--- src/rtl/cpu_axi_bridge.sv ---
// Bridges the core's instruction and data SRAM-like request channels onto one
// AXI3 master port, single-beat transfers, one transaction in flight.
module cpu_axi_bridge #(
  parameter logic [3:0] ID_INST = 4'd0,
  parameter logic [3:0] ID_DATA = 4'd1
) (
  input  logic        clk,
  input  logic        rst,

  input  logic        inst_req,
  input  logic [31:0] inst_addr,
  output logic        inst_addr_ok,
  output logic        inst_data_ok,
  output logic [31:0] inst_rdata,

  input  logic        data_req,
  input  logic        data_wr,
  input  logic [1:0]  data_size,
  input  logic [31:0] data_addr,
  input  logic [31:0] data_wdata,
  output logic        data_addr_ok,
  output logic        data_data_ok,
  output logic [31:0] data_rdata,

  output logic [3:0]  arid,
  output logic [31:0] araddr,
  output logic [7:0]  arlen,
  output logic [2:0]  arsize,
  output logic [1:0]  arburst,
  output logic [1:0]  arlock,
  output logic [3:0]  arcache,
  output logic [2:0]  arprot,
  output logic        arvalid,
  input  logic        arready,

  input  logic [3:0]  rid,
  input  logic [31:0] rdata,
  input  logic [1:0]  rresp,
  input  logic        rlast,
  input  logic        rvalid,
  output logic        rready,

  output logic [3:0]  awid,
  output logic [31:0] awaddr,
  output logic [7:0]  awlen,
  output logic [2:0]  awsize,
  output logic [1:0]  awburst,
  output logic [1:0]  awlock,
  output logic [3:0]  awcache,
  output logic [2:0]  awprot,
  output logic        awvalid,
  input  logic        awready,

  output logic [3:0]  wid,
  output logic [31:0] wdata,
  output logic [3:0]  wstrb,
  output logic        wlast,
  output logic        wvalid,
  input  logic        wready,

  input  logic [3:0]  bid,
  input  logic [1:0]  bresp,
  input  logic        bvalid,
  output logic        bready
);

  typedef enum logic [2:0] {
    IDLE    = 3'd0,
    RD_ADDR = 3'd1,
    RD_DATA = 3'd2,
    WR_REQ  = 3'd3,
    WR_RESP = 3'd4
  } state_t;

  state_t     state_reg;
  logic       src_data_reg;
  logic [3:0] wstrb_next;

  // Response IDs, status and rlast carry no information for single-beat,
  // single-outstanding traffic.
  logic unused_resp;
  assign unused_resp = ^{rid, rresp, rlast, bid, bresp};

  // Data has priority; grants are combinational so a request can be taken in
  // the same cycle it is presented, and are suppressed while in reset.
  assign data_addr_ok = rst && (state_reg == IDLE) && data_req;
  assign inst_addr_ok = rst && (state_reg == IDLE) && inst_req && !data_req;

  assign arlen   = 8'd0;
  assign arburst = 2'b01;
  assign arlock  = 2'b00;
  assign arcache = 4'd0;
  assign arprot  = 3'd0;
  assign awid    = ID_DATA;
  assign awlen   = 8'd0;
  assign awburst = 2'b01;
  assign awlock  = 2'b00;
  assign awcache = 4'd0;
  assign awprot  = 3'd0;
  assign wid     = ID_DATA;
  assign wlast   = 1'b1;

  // Byte lane enables from size and the low address bits of the request.
  genvar gi;
  generate
    for (gi = 0; gi < 4; gi++) begin : g_lane
      localparam logic [1:0] LANE = 2'(gi);
      assign wstrb_next[gi] = (data_size == 2'd2)
                            || ((data_size == 2'd1) && (data_addr[1] == LANE[1]))
                            || ((data_size == 2'd0) && (data_addr[1:0] == LANE));
    end
  endgenerate

  always_ff @(posedge clk or negedge rst) begin
    if (!rst) begin
      state_reg    <= IDLE;
      src_data_reg <= 1'b0;
      inst_data_ok <= 1'b0;
      data_data_ok <= 1'b0;
      inst_rdata   <= 32'd0;
      data_rdata   <= 32'd0;
      arid         <= 4'd0;
      araddr       <= 32'd0;
      arsize       <= 3'd0;
      arvalid      <= 1'b0;
      rready       <= 1'b0;
      awaddr       <= 32'd0;
      awsize       <= 3'd0;
      awvalid      <= 1'b0;
      wdata        <= 32'd0;
      wstrb        <= 4'd0;
      wvalid       <= 1'b0;
      bready       <= 1'b0;
    end else begin
      inst_data_ok <= 1'b0;
      data_data_ok <= 1'b0;
      case (state_reg)
        IDLE: begin
          if (data_req) begin
            src_data_reg <= 1'b1;
            if (data_wr) begin
              awaddr    <= data_addr;
              awsize    <= {1'b0, data_size};
              awvalid   <= 1'b1;
              wdata     <= data_wdata;
              wstrb     <= wstrb_next;
              wvalid    <= 1'b1;
              state_reg <= WR_REQ;
            end else begin
              arid      <= ID_DATA;
              araddr    <= data_addr;
              arsize    <= {1'b0, data_size};
              arvalid   <= 1'b1;
              state_reg <= RD_ADDR;
            end
          end else if (inst_req) begin
            src_data_reg <= 1'b0;
            arid         <= ID_INST;
            araddr       <= inst_addr;
            arsize       <= 3'd2;
            arvalid      <= 1'b1;
            state_reg    <= RD_ADDR;
          end
        end

        RD_ADDR: begin
          if (arready) begin
            arvalid   <= 1'b0;
            rready    <= 1'b1;
            state_reg <= RD_DATA;
          end
        end

        RD_DATA: begin
          if (rvalid) begin
            rready <= 1'b0;
            if (src_data_reg) begin
              data_rdata   <= rdata;
              data_data_ok <= 1'b1;
            end else begin
              inst_rdata   <= rdata;
              inst_data_ok <= 1'b1;
            end
            state_reg <= IDLE;
          end
        end

        WR_REQ: begin
          // AW and W retire independently; move on once neither is pending.
          if (awready) awvalid <= 1'b0;
          if (wready)  wvalid  <= 1'b0;
          if ((!awvalid || awready) && (!wvalid || wready)) begin
            bready    <= 1'b1;
            state_reg <= WR_RESP;
          end
        end

        WR_RESP: begin
          if (bvalid) begin
            bready       <= 1'b0;
            data_data_ok <= 1'b1;
            state_reg    <= IDLE;
          end
        end

        default: state_reg <= IDLE;
      endcase
    end
  end

endmodule

--- config.mk ---
export PLATFORM = sky130hd
export DESIGN_NAME = cpu_axi_bridge
export DESIGN_NICKNAME = d
export VERILOG_FILES = /design/src/rtl/cpu_axi_bridge.sv
export SDC_FILE = /design/constraint.sdc
export NUM_CORES = 1
export LEC_CHECK = 0
export BUFFER_PORTS_ARGS = -buffer_cell sky130_fd_sc_hd__buf_2
export CAP_MARGIN = 10
export CORE_AREA = 2 2 148 150
export CTS_CLUSTER_SIZE = 25
export DETAILED_ROUTE_END_ITERATION = 8
export DIE_AREA = 0 0 150 152
export PLACE_DENSITY = 0.67
export SYNTH_ARGS = -nofsm -noshare
export SYNTH_HDL_FRONTEND = slang
export SYNTH_SLANG_ARGS = --single-unit
--- constraint.sdc ---
create_clock -name clk -period 3.5 [get_ports clk]
set_clock_uncertainty 0.2 [all_clocks]
set_input_delay 0.175 -clock clk [delete_from_list [all_inputs] [get_ports clk]]
set_output_delay 0.175 -clock clk [all_outputs]
set_load 0.01 [all_outputs]
==> reports/qor.yml <==
critical_path:
  endpoint: "data_rdata[8]"
  crit_type: "reg -> reg"
  worstPathRequired_ns: 3.60
  r2r_start: "state_reg[2]"
  cpPeakStageDelay_ns: 0.52
  cp_max_fo: 18
  slowest_stage: "dfrtp_1"
  critPathBufInv: 1
  cp_num_cells: 4
  ff2ff_path_depth: 4
  r2r-end: "data_rdata[8]"
  crit_chain: "and2b_1, nand4b_2, buf_4, mux2_2"
  crit_path_start: "state_reg[2]"
  cp.arrival_ns: 2.53
  reg2reg_slack_ns: 1.08
  cp_top_family: "simple AND/OR/NAND/NOR gates"
  end_kind: "flip-flop"
  crit_path_start_kind: "flip-flop"
cts:
  cts_made_buffers: 17
  cts_resized: 0
  root_buffer: "clkbuf_16"
  cts.clk_slew.worst_paths_ns: 0.08
  clock-sinks: 180
  cts_buffer_depth: 2
  worst_skew_pair.late_latency_ns: 0.41
  h-tree-depth: 4
  tritoncts: "done"
placed_design:
  placed_cells: 1100
  gp_congestion: 0.749
  portBuffers: 317
  dp_hpwl_mm: 13.6
floorplanning:
  rows: 54
  die-area_mm2: 0.0228
  start_util: 0.362
  die_w_um: 150
  core_mm2: 0.0214
  pin_count: 383
  die_h_um: 152
yosys:
  yosysSeqAreaShare: 0.583
  syn_area_per_cell_um2: 14.9
  netlist_area_mm2: 0.00772
  yosys_warnings: 0
  synth_seq_cells: 180
  postSynthCellCount: 519
  synthDistinctLibCells: 37
  synth_flop_cell: "dfrtp_1"
  synth_edf_count: 0
  async_flop_share: 1.00
power_and_ir_drop:
  leakage_nw: 5.50
  power_density_mw_per_mm2: 800
  ir_drop_v: 0.000362
global_route:
  grt_first_pass_wirelength_mm: 31.3
  grtUsageTotal: 0.173
  antenna_found_initial: 2
  overflow: 0
  grt_max_degree: 82
  grt_pass1_vias: 6097
cells_and_area:
  syn2layout_area_growth_pct: 47.1
  drive_gt1_frac: 0.561
  finalNetCount: 1131
  instances_no_fill: 1272
worst_hold_path:
  min-delay-path-class: "in -> reg"
timing:
  max_clock_freq_mhz: 412
  setup_viol: 0
  final-max-slew-violation-count: 0
  finalHoldViolCount: 0
  worst_pin_slew_ns: 0.691
  fin_crit_ns: 2.42
  period_share: 0.693
  fin_setup_tns_ns: 0
  relSlewSlack: 0.539
  rsz0062_at_grt: "false"
drt:
  ant_nets: 0
  num_vias: 5703
  viasPerCell: 4.48
  drc: 0
  firstDrtPassIters: 4
  routed_wl_mm: 20.0
  drt_iter0_markers: 182
  wl_per_cell_um: 15.8
run:
  maxCapViolations: 0
run_status:
  status: "completed"
layout make-up:
cell class / instances / area (um2)
tap: 280 / 350
clock buffer: 17 / 425
inverter: 4 / 15.0
sequential: 180 / 4500
timing repair buffer: 465 / 3060
multi-input combinational: 310 / 2840
antenna: 1 / 2.50
clock inverter: 15 / 159
fill: 1771 / 9990
worst min path at each step:
| stage | startpoint | end | slack, ns | cells after the start |
|---|---|---|---|---|
| 6_report | rvalid | rready | 0.04 | 4 |
| 3_3_place_gp | rst | inst_rdata[6] | 0.05 | 1 |
| 2_1_floorplan | rst | araddr[0] | -0.32 | 0 |
| 3_5_place_dp | rst | inst_rdata[6] | 0.05 | 1 |
| 5_1_grt | rvalid | state_reg[1] | 0.06 | 3 |
| 4_1_cts | rvalid | state_reg[1] | 0.03 | 3 |
worst register-to-register path, delay by kind of cell, from the launching register on:
kind	cells	cell delay (ns)
buffers and inverters	1	0.43
AND/OR/NAND/NOR	2	0.87
flip-flops	1	0.52
multiplexers	1	0.30
layer usage:
layer,part of all wire,track usage,vias to the layer above
met5,0,0,-
met4,0.021,0.0512,0
met3,0.071,0.0517,29
met2,0.52,0.315,221
met1,0.39,0.192,2795
li1,-,-,2658
what timing repair did:
action	CTS	global route
hold buffers	139	0
endpoints found under the hold margin	242	0
buffers inserted	0	0
placed cells by master (no fill, tap or decap), drive strengths merged, types with 2 or more instances in the layout:
| master | instances |
|---|---|
| nand2b | 7 |
| inv | 14 |
| dlygate4sd3 | 139 |
| buf | 326 |
| a22o | 2 |
| a31o | 2 |
| nor2 | 4 |
| mux2 | 198 |
| nand2 | 7 |
| conb | 52 |
| o31ai | 3 |
| a21o | 3 |
| o21ai | 7 |
| nand3 | 4 |
| a21oi | 3 |
| nor3 | 2 |
| o22ai | 2 |
| clkinv | 4 |
| clkbuf | 17 |
| dfrtp | 180 |
per-stage QoR:
step | setup slack (ns) | power, mW | cell area [um2] | util | hold WS, ns
after floorplan | 1.54 | 5.68 | 7910 | - | -0.321
after global placement | 1.04 | 7.04 | 9380 | 0.439 | 0.0469
after detailed placement | 1.03 | 7.16 | 9380 | 0.439 | 0.0501
after CTS | 1.02 | 9.22 | 11400 | 0.532 | 0.0309
after global routing | 0.920 | 9.67 | 11400 | 0.532 | 0.0608
final | 1.08 | 9.09 | 11400 | 0.532 | 0.0432
where the power goes:
part	internal [mW]	leakage [nW]	switching (mW)
clock network	0.961	0.286	0.917
registers	3.12	2.16	0.547
logic	1.87	3.06	1.68
total	5.94	5.50	3.14
kinds of logic (layout without fill, tap and decap cells):
logic type,Yosys count,in the layout,synth area share
other,2,53,0.000972
multiplexers,198,198,0.289
AND/OR/NAND/NOR,31,31,0.0245
AO/OA/AOI/OAI,29,29,0.0285
buffers and inverters,79,501,0.0742
flip-flops,180,180,0.583
synthesized netlist by cell type, types with 2 or more instances:
library cell,number,area share
a21oi_1,2,0.0013
buf_4,55,0.053
mux2_1,9,0.013
nor2_1,4,0.0019
buf_2,8,0.0052
buf_6,8,0.012
nand3_1,4,0.0026
inv_1,4,0.0019
o21ai_0,7,0.0045
nand2_1,7,0.0034
a31o_2,2,0.0023
o31ai_1,3,0.0029
mux2_2,189,0.28
a22o_1,2,0.0023
dfrtp_1,180,0.58
conb_1,2,0.00097
a21o_1,3,0.0029
clkbuf_1,4,0.0019
nand2b_1,7,0.0057
o22ai_1,2,0.0016
Note: power is estimated with default switching activity, not from simulation.
